File: src/rtl/serial_tx.sv
// Framed serializer: latches a word on valid/ready and shifts it out as
// START(0), DATA LSB-first, STOP(1), each bit held CLKS_PER_BIT cycles.
module serial_tx #(
   parameter int DATA_W       = 8,
   parameter int CLKS_PER_BIT = 4
) (
   input  logic              clk,
   input  logic              rst,
   input  logic [DATA_W-1:0] in_data,
   input  logic              in_valid,
   output logic              in_ready,
   output logic              ser_out,
   output logic              busy,
   output logic              done
);

   localparam int DIV_W = (CLKS_PER_BIT > 1) ? $clog2(CLKS_PER_BIT) : 1;
   localparam int BIT_W = (DATA_W > 1) ? $clog2(DATA_W) : 1;
   localparam logic [DIV_W-1:0] DIV_LAST = DIV_W'(CLKS_PER_BIT - 1);
   localparam logic [BIT_W-1:0] BIT_LAST = BIT_W'(DATA_W - 1);

   typedef enum logic [1:0] {IDLE, START, DATA, STOP} state_t;

   state_t            state_q;
   logic [DIV_W-1:0]  div_cnt_q;
   logic [BIT_W-1:0]  bit_cnt_q;
   logic [DATA_W-1:0] shift_q;
   logic              ser_out_q;
   logic              busy_q;
   logic              done_q;

   assign in_ready = (state_q == IDLE) && !rst;
   assign ser_out  = ser_out_q;
   assign busy     = busy_q;
   assign done     = done_q;

   always_ff @(posedge clk) begin
      if (rst) begin
         state_q   <= IDLE;
         div_cnt_q <= '0;
         bit_cnt_q <= '0;
         shift_q   <= '0;
         ser_out_q <= 1'b1;
         busy_q    <= 1'b0;
         done_q    <= 1'b0;
      end else begin
         done_q <= 1'b0;
         unique case (state_q)
            IDLE: begin
               if (in_valid) begin
                  state_q   <= START;
                  shift_q   <= in_data;
                  div_cnt_q <= '0;
                  ser_out_q <= 1'b0;
                  busy_q    <= 1'b1;
               end
            end
            START: begin
               if (div_cnt_q == DIV_LAST) begin
                  state_q   <= DATA;
                  div_cnt_q <= '0;
                  bit_cnt_q <= '0;
                  ser_out_q <= shift_q[0];
                  shift_q   <= shift_q >> 1;
               end else begin
                  div_cnt_q <= div_cnt_q + 1'b1;
               end
            end
            DATA: begin
               if (div_cnt_q == DIV_LAST) begin
                  div_cnt_q <= '0;
                  if (bit_cnt_q == BIT_LAST) begin
                     // Last payload bit finished: line goes to the stop level.
                     state_q   <= STOP;
                     bit_cnt_q <= '0;
                     ser_out_q <= 1'b1;
                  end else begin
                     bit_cnt_q <= bit_cnt_q + 1'b1;
                     ser_out_q <= shift_q[0];
                     shift_q   <= shift_q >> 1;
                  end
               end else begin
                  div_cnt_q <= div_cnt_q + 1'b1;
               end
            end
            STOP: begin
               if (div_cnt_q == DIV_LAST) begin
                  state_q   <= IDLE;
                  div_cnt_q <= '0;
                  busy_q    <= 1'b0;
                  done_q    <= 1'b1;
               end else begin
                  div_cnt_q <= div_cnt_q + 1'b1;
               end
            end
            default: state_q <= IDLE;
         endcase
      end
   end

endmodule

File: config.mk
export PLATFORM = sky130hd
export DESIGN_NAME = serial_tx
export DESIGN_NICKNAME = d
export VERILOG_FILES = /design/src/rtl/serial_tx.sv
export SDC_FILE = /design/constraint.sdc
export NUM_CORES = 1
export LEC_CHECK = 0
export ABC_AREA = 1
export BUFFER_PORTS_ARGS = -buffer_cell sky130_fd_sc_hd__buf_4
export CAP_MARGIN = 15
export CELL_PAD_IN_SITES_DETAIL_PLACEMENT = 1
export CELL_PAD_IN_SITES_GLOBAL_PLACEMENT = 1
export CORE_MARGIN = 5
export CORE_UTILIZATION = 39
export DETAILED_ROUTE_END_ITERATION = 10
export PLACE_DENSITY = 0.88
export SETUP_SLACK_MARGIN = 0.02
export SYNTH_ARGS = -nofsm -noshare
export SYNTH_HDL_FRONTEND = slang
export SYNTH_SLANG_ARGS = --single-unit
File: constraint.sdc
create_clock -name clk -period 2.09 [get_ports clk]
set_input_delay 0.209 -clock clk [delete_from_list [all_inputs] [get_ports clk]]
set_output_delay 0.209 -clock clk [all_outputs]
set_load 0.05 [all_outputs]
==> run metrics, run 1 <==
layout cells sized above 1=0.138; Top Usage Layer GRT=met2; startpoint types=register; Worst Path Max Fanout=15; syn_nets=174; IO buf count=14; Mean Syn Cell Area=6.81 sq um; switching pwr=0.791 mW; hpwl dp=1.94 mm; gr ovfl total=0; status=complete, no violations; Worst-Skew Late Latency=0.30 ns; # setup viols final=0; Post-CTS Hold Fix Bufs=0; antenna-violating nets left=0; number of fillers in the final layout=333; Final WS setup=0.345 ns; kind of cell adding the most delay to the critical path=simple AND/OR/NAND/NOR gates; Routed WL per cell=12.9 um; Max Clock Freq=573 MHz; area delta synth->final=14.2%; WP buf/inv=1; Flop pwr share=0.309; Slew Viols, Final=0; Worst Tran Pin Value=0.453 ns; drt via density=4.99; synthesized area=1040 sq um; antenna cells=0; initial antenna violation count=0; Pwr Density=1370 nW/um^2; worst vdd rail ir drop=0.000680 V; Vert. Die Dim=61.7 um; Clk pwr share=0.137; Pleak=0.623 nW; Hold Fails Final Rpt=0; GP Congestion=0.875; dpl ws=0.383 ns; clock skew=0.00862 ns; Int Power=0.845 mW; vias in the first global route=987; CP max stage delay=0.43 ns; CP Class=reg -> reg; first-pass GRT wire length=4.38 mm; Finished Layout Cells=197; Die Width=61.7 um; Ys Warns=0; slowest cell on the critical path=dfxtp_1; final setup TNS=0 ns; Slew headroom=0.698; Initial Utilization=0.413; sequential share of the synthesized area=0.346; Comb pwr share=0.554; CTS clock-pin slew for the worst setup and hold paths=0.11 ns; Root Buffer=clkbuf_4; htree depth=1; CTS tree=built; met1 GRT Util=0.195; total wire length=2.54 mm; Max Cap Viol=0; nets=189; Clock Path Buffers=2; Most common cell on crit path=nand2_1; minimum clock period=1.75 ns; CTS Buf Count=3; Tcrit/Tclk final=0.835; 1st-pass router iterations=4; Yosys cell types=18; Iteration-0 DRC Markers=18; via count=984; number of setup buffers added after CTS=0; Global Route met2 Usage=0.269; total track usage=0.154; largest net degree at the start of global routing=18; Net Sw Frac=0.484; CTS resizes=0; CP arrival=1.98 ns; post-synthesis cell count=153; GRT met3 Usage=0.0186; required time worst endpoint=2.33 ns; Clock Sinks=18; flops & latches, synth=18; Rows=18; unrepaired setup endpoints after global routing=no; crit path cell chain=inv_1, ha_1, o21ai_4, nand3_4, nand2_1, nand2_1, nor2_1; Ports=15; CP endpoint kind=register; Placed Cells=193; number of remaining DRC errors=0; Die Area=3810 sq um; Core Area=2520 sq um; HP Class=in -> reg
-- cell type report --
| type | count | area, sq um | area share |
|---|---|---|---|
| clock buffers | 4 | 36.3 | 0.0305 |
| inverters | 23 | 86.3 | 0.0726 |
| multi-input cells | 108 | 564 | 0.474 |
| flip-flops and latches | 18 | 360 | 0.303 |
| well taps | 30 | 37.5 | 0.0315 |
| repair buffers | 14 | 105 | 0.0883 |
-- worst paths after layout --
| kind | start | end | slack [ns] | cells past startpoint |
|---|---|---|---|---|
| min | rst | bit_cnt_q[2] | 0.09 | 2 |
| min reg2reg | busy | busy | 0.46 | 2 |
| max | state_q[0] | shift_q[6] | 0.34 | 7 |
| max reg2reg | state_q[0] | shift_q[6] | 0.34 | 7 |
-- routing by layer --
layer,vias up,wire length (um)
met3,5,77
li1,498,-
met2,12,1310
met4,0,36
met5,-,0
met1,469,1120
-- cell families (layout without fill, tap and decap cells) --
logic type | Yosys count | count (layout) | share of synthesized area
simple gates | 77 | 77 | 0.301
buf+inv | 27 | 41 | 0.113
compound gates | 21 | 21 | 0.120
flops | 18 | 18 | 0.346
fa+ha+maj | 10 | 10 | 0.120
-- registers in the layout, indices dropped and copies added (netlist names) --
signal	flops
done	1
shift_q	8
div_cnt_q	2
ser_out	1
bit_cnt_q	3
busy	1
state_q	2
-- cells in the mapped netlist --
cell,count,share of area
a21oi_1,6,0.029
a21oi_2,1,0.0084
buf_2,1,0.0048
buf_6,2,0.022
clkbuf_1,1,0.0036
dfxtp_1,18,0.35
ha_1,10,0.12
inv_1,21,0.076
inv_2,2,0.0072
nand2_1,41,0.15
nand3_1,6,0.029
nand3_4,1,0.017
nand4_1,1,0.0060
nor2_1,27,0.097
nor3_1,1,0.0048
o211a_1,1,0.0096
o21ai_0,12,0.058
o21ai_4,1,0.016
-- cells in the final DEF, fill, tap and decap left out --
cell type / n
nand2_1: 41
nor2_1: 27
inv_1: 21
dfxtp_1: 18
buf_4: 14
o21ai_0: 12
ha_1: 10
a21oi_1: 6
nand3_1: 6
clkbuf_4: 3
inv_2: 2
o21ai_4: 1
nor3_1: 1
a21oi_2: 1
nand3_4: 1
o211a_1: 1
nand4_1: 1
clkbuf_8: 1
-- worst reg2reg max path: cells and delay by family, from the launching register on --
family,cells,cell delay (ns)
compound gates,1,0.27
buf+inv,1,0.13
flops,1,0.43
simple gates,4,0.48
fa+ha+maj,1,0.36
-- power groups by stage --
stage | clock network (mW) | registers (mW) | logic (mW)
after floorplan | 0 | 0.565 | 0.665
after global placement | 0 | 0.503 | 0.855
after detailed placement | 0 | 0.514 | 0.903
after CTS | 0.232 | 0.506 | 0.916
after global routing | 0.240 | 0.517 | 1.04
final | 0.224 | 0.505 | 0.907
-- stage by stage --
step / power, mW / hold slack (ns) / utilization / cell area, sq um
2_1_floorplan: 1.23 / 0.278 / - / 1040
3_3_place_gp: 1.36 / 0.413 / 0.457 / 1150
3_5_place_dp: 1.42 / 0.429 / 0.457 / 1150
4_1_cts: 1.65 / 0.0932 / 0.472 / 1190
5_1_grt: 1.80 / 0.101 / 0.472 / 1190
6_report: 1.64 / 0.0932 / 0.472 / 1190
Power figures use the tool's default switching activity.
==> run 2, diff against run 1 <==
--- a/config.mk
+++ b/config.mk
@@ -11,9 +11,9 @@
 export CELL_PAD_IN_SITES_DETAIL_PLACEMENT = 1
 export CELL_PAD_IN_SITES_GLOBAL_PLACEMENT = 1
 export CORE_MARGIN = 5
-export CORE_UTILIZATION = 39
+export CORE_UTILIZATION = 35
 export DETAILED_ROUTE_END_ITERATION = 10
-export PLACE_DENSITY = 0.88
+export PLACE_DENSITY = 0.84
 export SETUP_SLACK_MARGIN = 0.02
 export SYNTH_ARGS = -nofsm -noshare
 export SYNTH_HDL_FRONTEND = slang
==> constraint.sdc (replaced) <==
create_clock -name clk -period 1.5 [get_ports clk]
set_input_delay 0.15 -clock clk [delete_from_list [all_inputs] [get_ports clk]]
set_output_delay 0.15 -clock clk [all_outputs]
set_load 0.05 [all_outputs]
==> run 2 against run 1 <==
Against the previous run: power grew 72%; non-clock buffer count up 9; cell area grew 19%; largest cell class unchanged; largest power group unchanged.
==> run metrics, run 2 (same netlist as run 1, synthesis figures left out) <==
htree depth=1; clock skew=0.00512 ns; Worst Tran Pin Value=0.365 ns; worst vdd rail ir drop=0.00123 V; CTS clock-pin slew for the worst setup and hold paths=0.12 ns; number of remaining DRC errors=0; Vert. Die Dim=64.6 um; Worst-Skew Late Latency=0.31 ns; HP Class=in -> reg; CP arrival=1.33 ns; Pwr Density=1980 nW/um^2; nets=199; Max Used Layer=met4; max reg flops=8; CP endpoint kind=output port; CTS Buf Count=3; Pleak=0.678 nW; Iteration-0 DRC Markers=47; most common cell after layout, fill and taps aside=nand2_1; antenna-violating nets left=0; Root Buffer=clkbuf_4; IO buf count=14; Rows=19; initial antenna violation count=0; Post-Route M1 WL=1.30 mm; largest net degree at the start of global routing=18; commonest cells after routing, fill and taps aside=36 x nand2_1, 23 x nor2_1, 20 x buf_4, 18 x inv_1, 14 x dfxtp_1; Die Width=64.6 um; 1st-pass router iterations=4; Max Clock Freq=675 MHz; Ports=15; startpoint types=register; Tcrit/Tclk final=0.987; largest reg by FF count=shift_q; required time worst endpoint=1.35 ns; RR Startpoint=state_q[1]; antenna cells=0; top flop regs=shift_q: 8 flops, bit_cnt_q: 3 flops; minimum clock period=1.48 ns; Initial Utilization=0.372; Core Area=2810 sq um; unrepaired setup endpoints after global routing=yes; Die Area=4170 sq um; Clock Path Buffers=2; total wire length=3.37 mm; CP Class=reg -> out; CTS tree=built; R2R Path End=state_q[1]; r2r worst-path depth=8; final setup TNS=0 ns; GP Congestion=0.810; crit path launch=state_q[1]; drt via density=5.10; Max Cap Viol=0; Slew headroom=0.754; vias in the first global route=1094; Worst Path Max Fanout=4; CP Capture Point=in_ready; Routed WL per cell=16.2 um; status=complete, no violations; met3 WL=109 um; hpwl dp=2.10 mm; Slew Viols, Final=0; # setup viols final=0; gr ovfl total=0; Hold Fails Final Rpt=0; final core occ=0.504; reg2reg setup slack=0.06 ns; layout cells sized above 1=0.311; total track usage=0.159; via count=1061; Clock Sinks=18; first-pass GRT wire length=5.08 mm; routed length on met2=1.85 mm; area delta synth->final=35.8%
run 2: changes by cell type in the layout (fill, tap and decap cells not counted), sizes merged:
cell,change
buf,+9
nand3,+1
run 2: final cells by class:
cell class | instances | area (sq um)
clock buffer | 4 | 36.3
fill | 360 | 1390
inverter | 23 | 91.3
multi-input combinational | 109 | 697
sequential | 18 | 368
tap | 31 | 38.8
timing repair buffer | 23 | 184
run 2: critical path, cell delays in order (launching register included):
cell	delay [ns]
dfxtp_4	0.39
inv_4	0.09
ha_4	0.15
buf_6	0.10
inv_2	0.03
nor2_2	0.10
buf_6	0.16
run 2: report_power, final:
group	switching [mW]	total [mW]	internal, mW
logic	1.11	1.76	0.651
registers	0.0866	0.720	0.633
clock network	0.179	0.327	0.149
total	1.38	2.81	1.43
run 2: metrics by stage:
stage,std cells,hold WS [ns],power [mW],setup WS [ns],cell area (sq um)
floorplan,153,0.219,1.72,0.0238,1040
global placement,199,0.363,1.96,0.0120,1190
detailed placement,199,0.367,2.07,-0.0767,1190
CTS,205,0.0354,2.51,0.0185,1300
global route,208,0.0229,3.02,-0.0387,1420
finish,208,0.0201,2.81,0.0190,1420
run 2: worst min path at each step:
stage / start / endpoint / slack (ns) / cells past startpoint
floorplan: rst / bit_cnt_q[1] / 0.22 / 1
global placement: rst / bit_cnt_q[2] / 0.36 / 2
detailed placement: rst / bit_cnt_q[1] / 0.37 / 2
CTS: rst / bit_cnt_q[1] / 0.04 / 2
global route: rst / bit_cnt_q[1] / 0.02 / 2
finish: rst / bit_cnt_q[1] / 0.02 / 2
run 2: per-layer routing:
layer | global-route usage | vias to the layer above
li1 | - | 521
met1 | 0.170 | 507
met2 | 0.298 | 20
met3 | 0.0415 | 13
met4 | 0.0580 | 0
met5 | 0 | -
run 2: timing repair:
item,in CTS,in global routing
setup endpoints to repair,16,15
setup buffers,1,3
hold buffers,0,0
gates cloned,1,0
gates resized for setup,14,23
pin swaps,0,9
==> run 3, diff against run 2 <==
--- a/config.mk
+++ b/config.mk
@@ -7,7 +7,6 @@
 export LEC_CHECK = 0
 export ABC_AREA = 1
 export BUFFER_PORTS_ARGS = -buffer_cell sky130_fd_sc_hd__buf_4
-export CAP_MARGIN = 15
 export CELL_PAD_IN_SITES_DETAIL_PLACEMENT = 1
 export CELL_PAD_IN_SITES_GLOBAL_PLACEMENT = 1
 export CORE_MARGIN = 5
==> constraint.sdc (replaced) <==
create_clock -name clk -period 1.5 [get_ports clk]
set_input_delay 0.3 -clock clk [delete_from_list [all_inputs] [get_ports clk]]
set_output_delay 0.3 -clock clk [all_outputs]
set_load 0.05 [all_outputs]
==> run 3 against run 2 <==
Against the previous run: wire length fell by 2.5%; cell area fell by 0.71%; clock skew rose by 0.0050 ns; sequential cell count did not move; clock power fell by 3%; register-to-register slack barely moved; critical path type unchanged; highest routed layer unchanged.
==> run metrics, run 3 (same netlist as run 1, synthesis figures left out) <==
Core Area=2810 sq um; first-pass GRT wire length=5.22 mm; Rows=19; Pleak=0.690 nW; most common cell after layout, fill and taps aside=nand2_1; area delta synth->final=34.8%; required time worst endpoint=1.20 ns; largest reg by FF count=shift_q; Global Route met2 Usage=0.325; Post-CTS Hold Fix Bufs=0; Die Width=64.6 um; CTS clock-pin slew for the worst setup and hold paths=0.11 ns; htree depth=1; HP Class=in -> reg; total track usage=0.164; worst vdd rail ir drop=0.000849 V; minimum clock period=1.49 ns; nets=202; GRT met3 Usage=0.0553; Design Area, Final=1410 sq um; gr ovfl total=0; final core occ=0.501; via count=1055; Hold Fails Final Rpt=0; Area after DPL=1190 sq um; Slew Viols, Final=0; met1 GRT Util=0.162; Root Buffer=clkbuf_4; Die Area=4170 sq um; CP endpoint kind=output port; Max Clock Freq=672 MHz; Routed WL per cell=15.6 um; startpoint types=register; commonest cells after routing, fill and taps aside=34 x nand2_1, 25 x buf_4, 22 x nor2_1, 17 x inv_1, 14 x dfxtp_1; Worst Tran Pin Value=0.331 ns; antenna-violating nets left=0; Ports=15; largest net degree at the start of global routing=18; layout cells sized above 1=0.339; unrepaired setup endpoints after global routing=yes; max reg flops=8; Worst-Skew Late Latency=0.31 ns; CP arrival=1.19 ns; CP Class=reg -> out; initial antenna violation count=0; Clock Path Buffers=2; Initial Utilization=0.372; number of remaining DRC errors=0; CTS tree=built; top flop regs=shift_q: 8 flops, bit_cnt_q: 3 flops; Iteration-0 DRC Markers=38; status=complete, no violations; clock skew=0.0101 ns; 1st-pass router iterations=4; drt via density=5.00; # setup viols final=0; Worst Path Max Fanout=4; total wire length=3.29 mm; Final Power=2.81 mW; hpwl dp=2.09 mm; Tcrit/Tclk final=0.991; number of fillers in the final layout=374; Pwr Density=2000 nW/um^2; antenna cells=0; Max Cap Viol=0; Slew headroom=0.779; CTS Buf Count=3; vias in the first global route=1166; Clock Sinks=18; GP Congestion=0.826; Vert. Die Dim=64.6 um; Top Usage Layer GRT=met2; IO buf count=14
run 3: cell types whose count changed in the layout (fill, tap and decap cells not counted), sizes merged:
cell and delta:
buf +3
run 3: repair_timing:
action	CTS	global route
setup buffers	6	2
pin swaps	2	5
endpoints found under the setup margin	12	13
gates cloned	0	1
resized for setup	11	24
run 3: cell type report:
type / count / area, sq um / share of cell area
Clock buffer: 4 / 36.3 / 0.0258
Tap cell: 31 / 38.8 / 0.0276
Multi-Input combinational cell: 109 / 672 / 0.478
Timing Repair Buffer: 26 / 199 / 0.142
Inverter: 23 / 91.3 / 0.0650
Sequential cell: 18 / 368 / 0.262
run 3: path summary, 6_finish.rpt:
kind	endpoint	cells after the start	from	slack (ns)
worst min-delay path	bit_cnt_q[1]	2	rst	0.19
worst min register to register	busy	2	busy	0.46
worst max register to register	shift_q[3]	6	state_q[0]	0.05
worst max-delay path	in_ready	5	state_q[0]	0.01
run 3: critical path, stage by stage, from the launching register on:
cell	delay [ns]
dfxtp_2	0.36
inv_4	0.09
ha_4	0.16
inv_2	0.03
nor2_2	0.08
buf_6	0.16
run 3: per-stage QoR:
stage,cells,hold WS [ns],TNS (ns),setup slack [ns]
6_report,211,0.189,0,0.0129
5_1_grt,211,0.179,-0.151,-0.0296
4_1_cts,208,0.179,0,0.00296
3_5_place_dp,198,0.450,-0.650,-0.0938
3_3_place_gp,198,0.439,-0.0427,-0.0260
2_1_floorplan,153,0.369,0,0.0238
run 3: per-layer routing:
layer / vias to the layer above / part of all wire
li1: 530 / -
met1: 501 / 0.38
met2: 20 / 0.56
met3: 4 / 0.052
met4: 0 / 0.012
met5: - / 0
run 3: power by group:
group          switching, mW  internal [mW]  leakage [nW]  total (mW)
Sequential            0.0789          0.633         0.150       0.712
Clock                  0.169          0.149        0.0210       0.317
Combinational           1.11          0.668         0.519        1.78
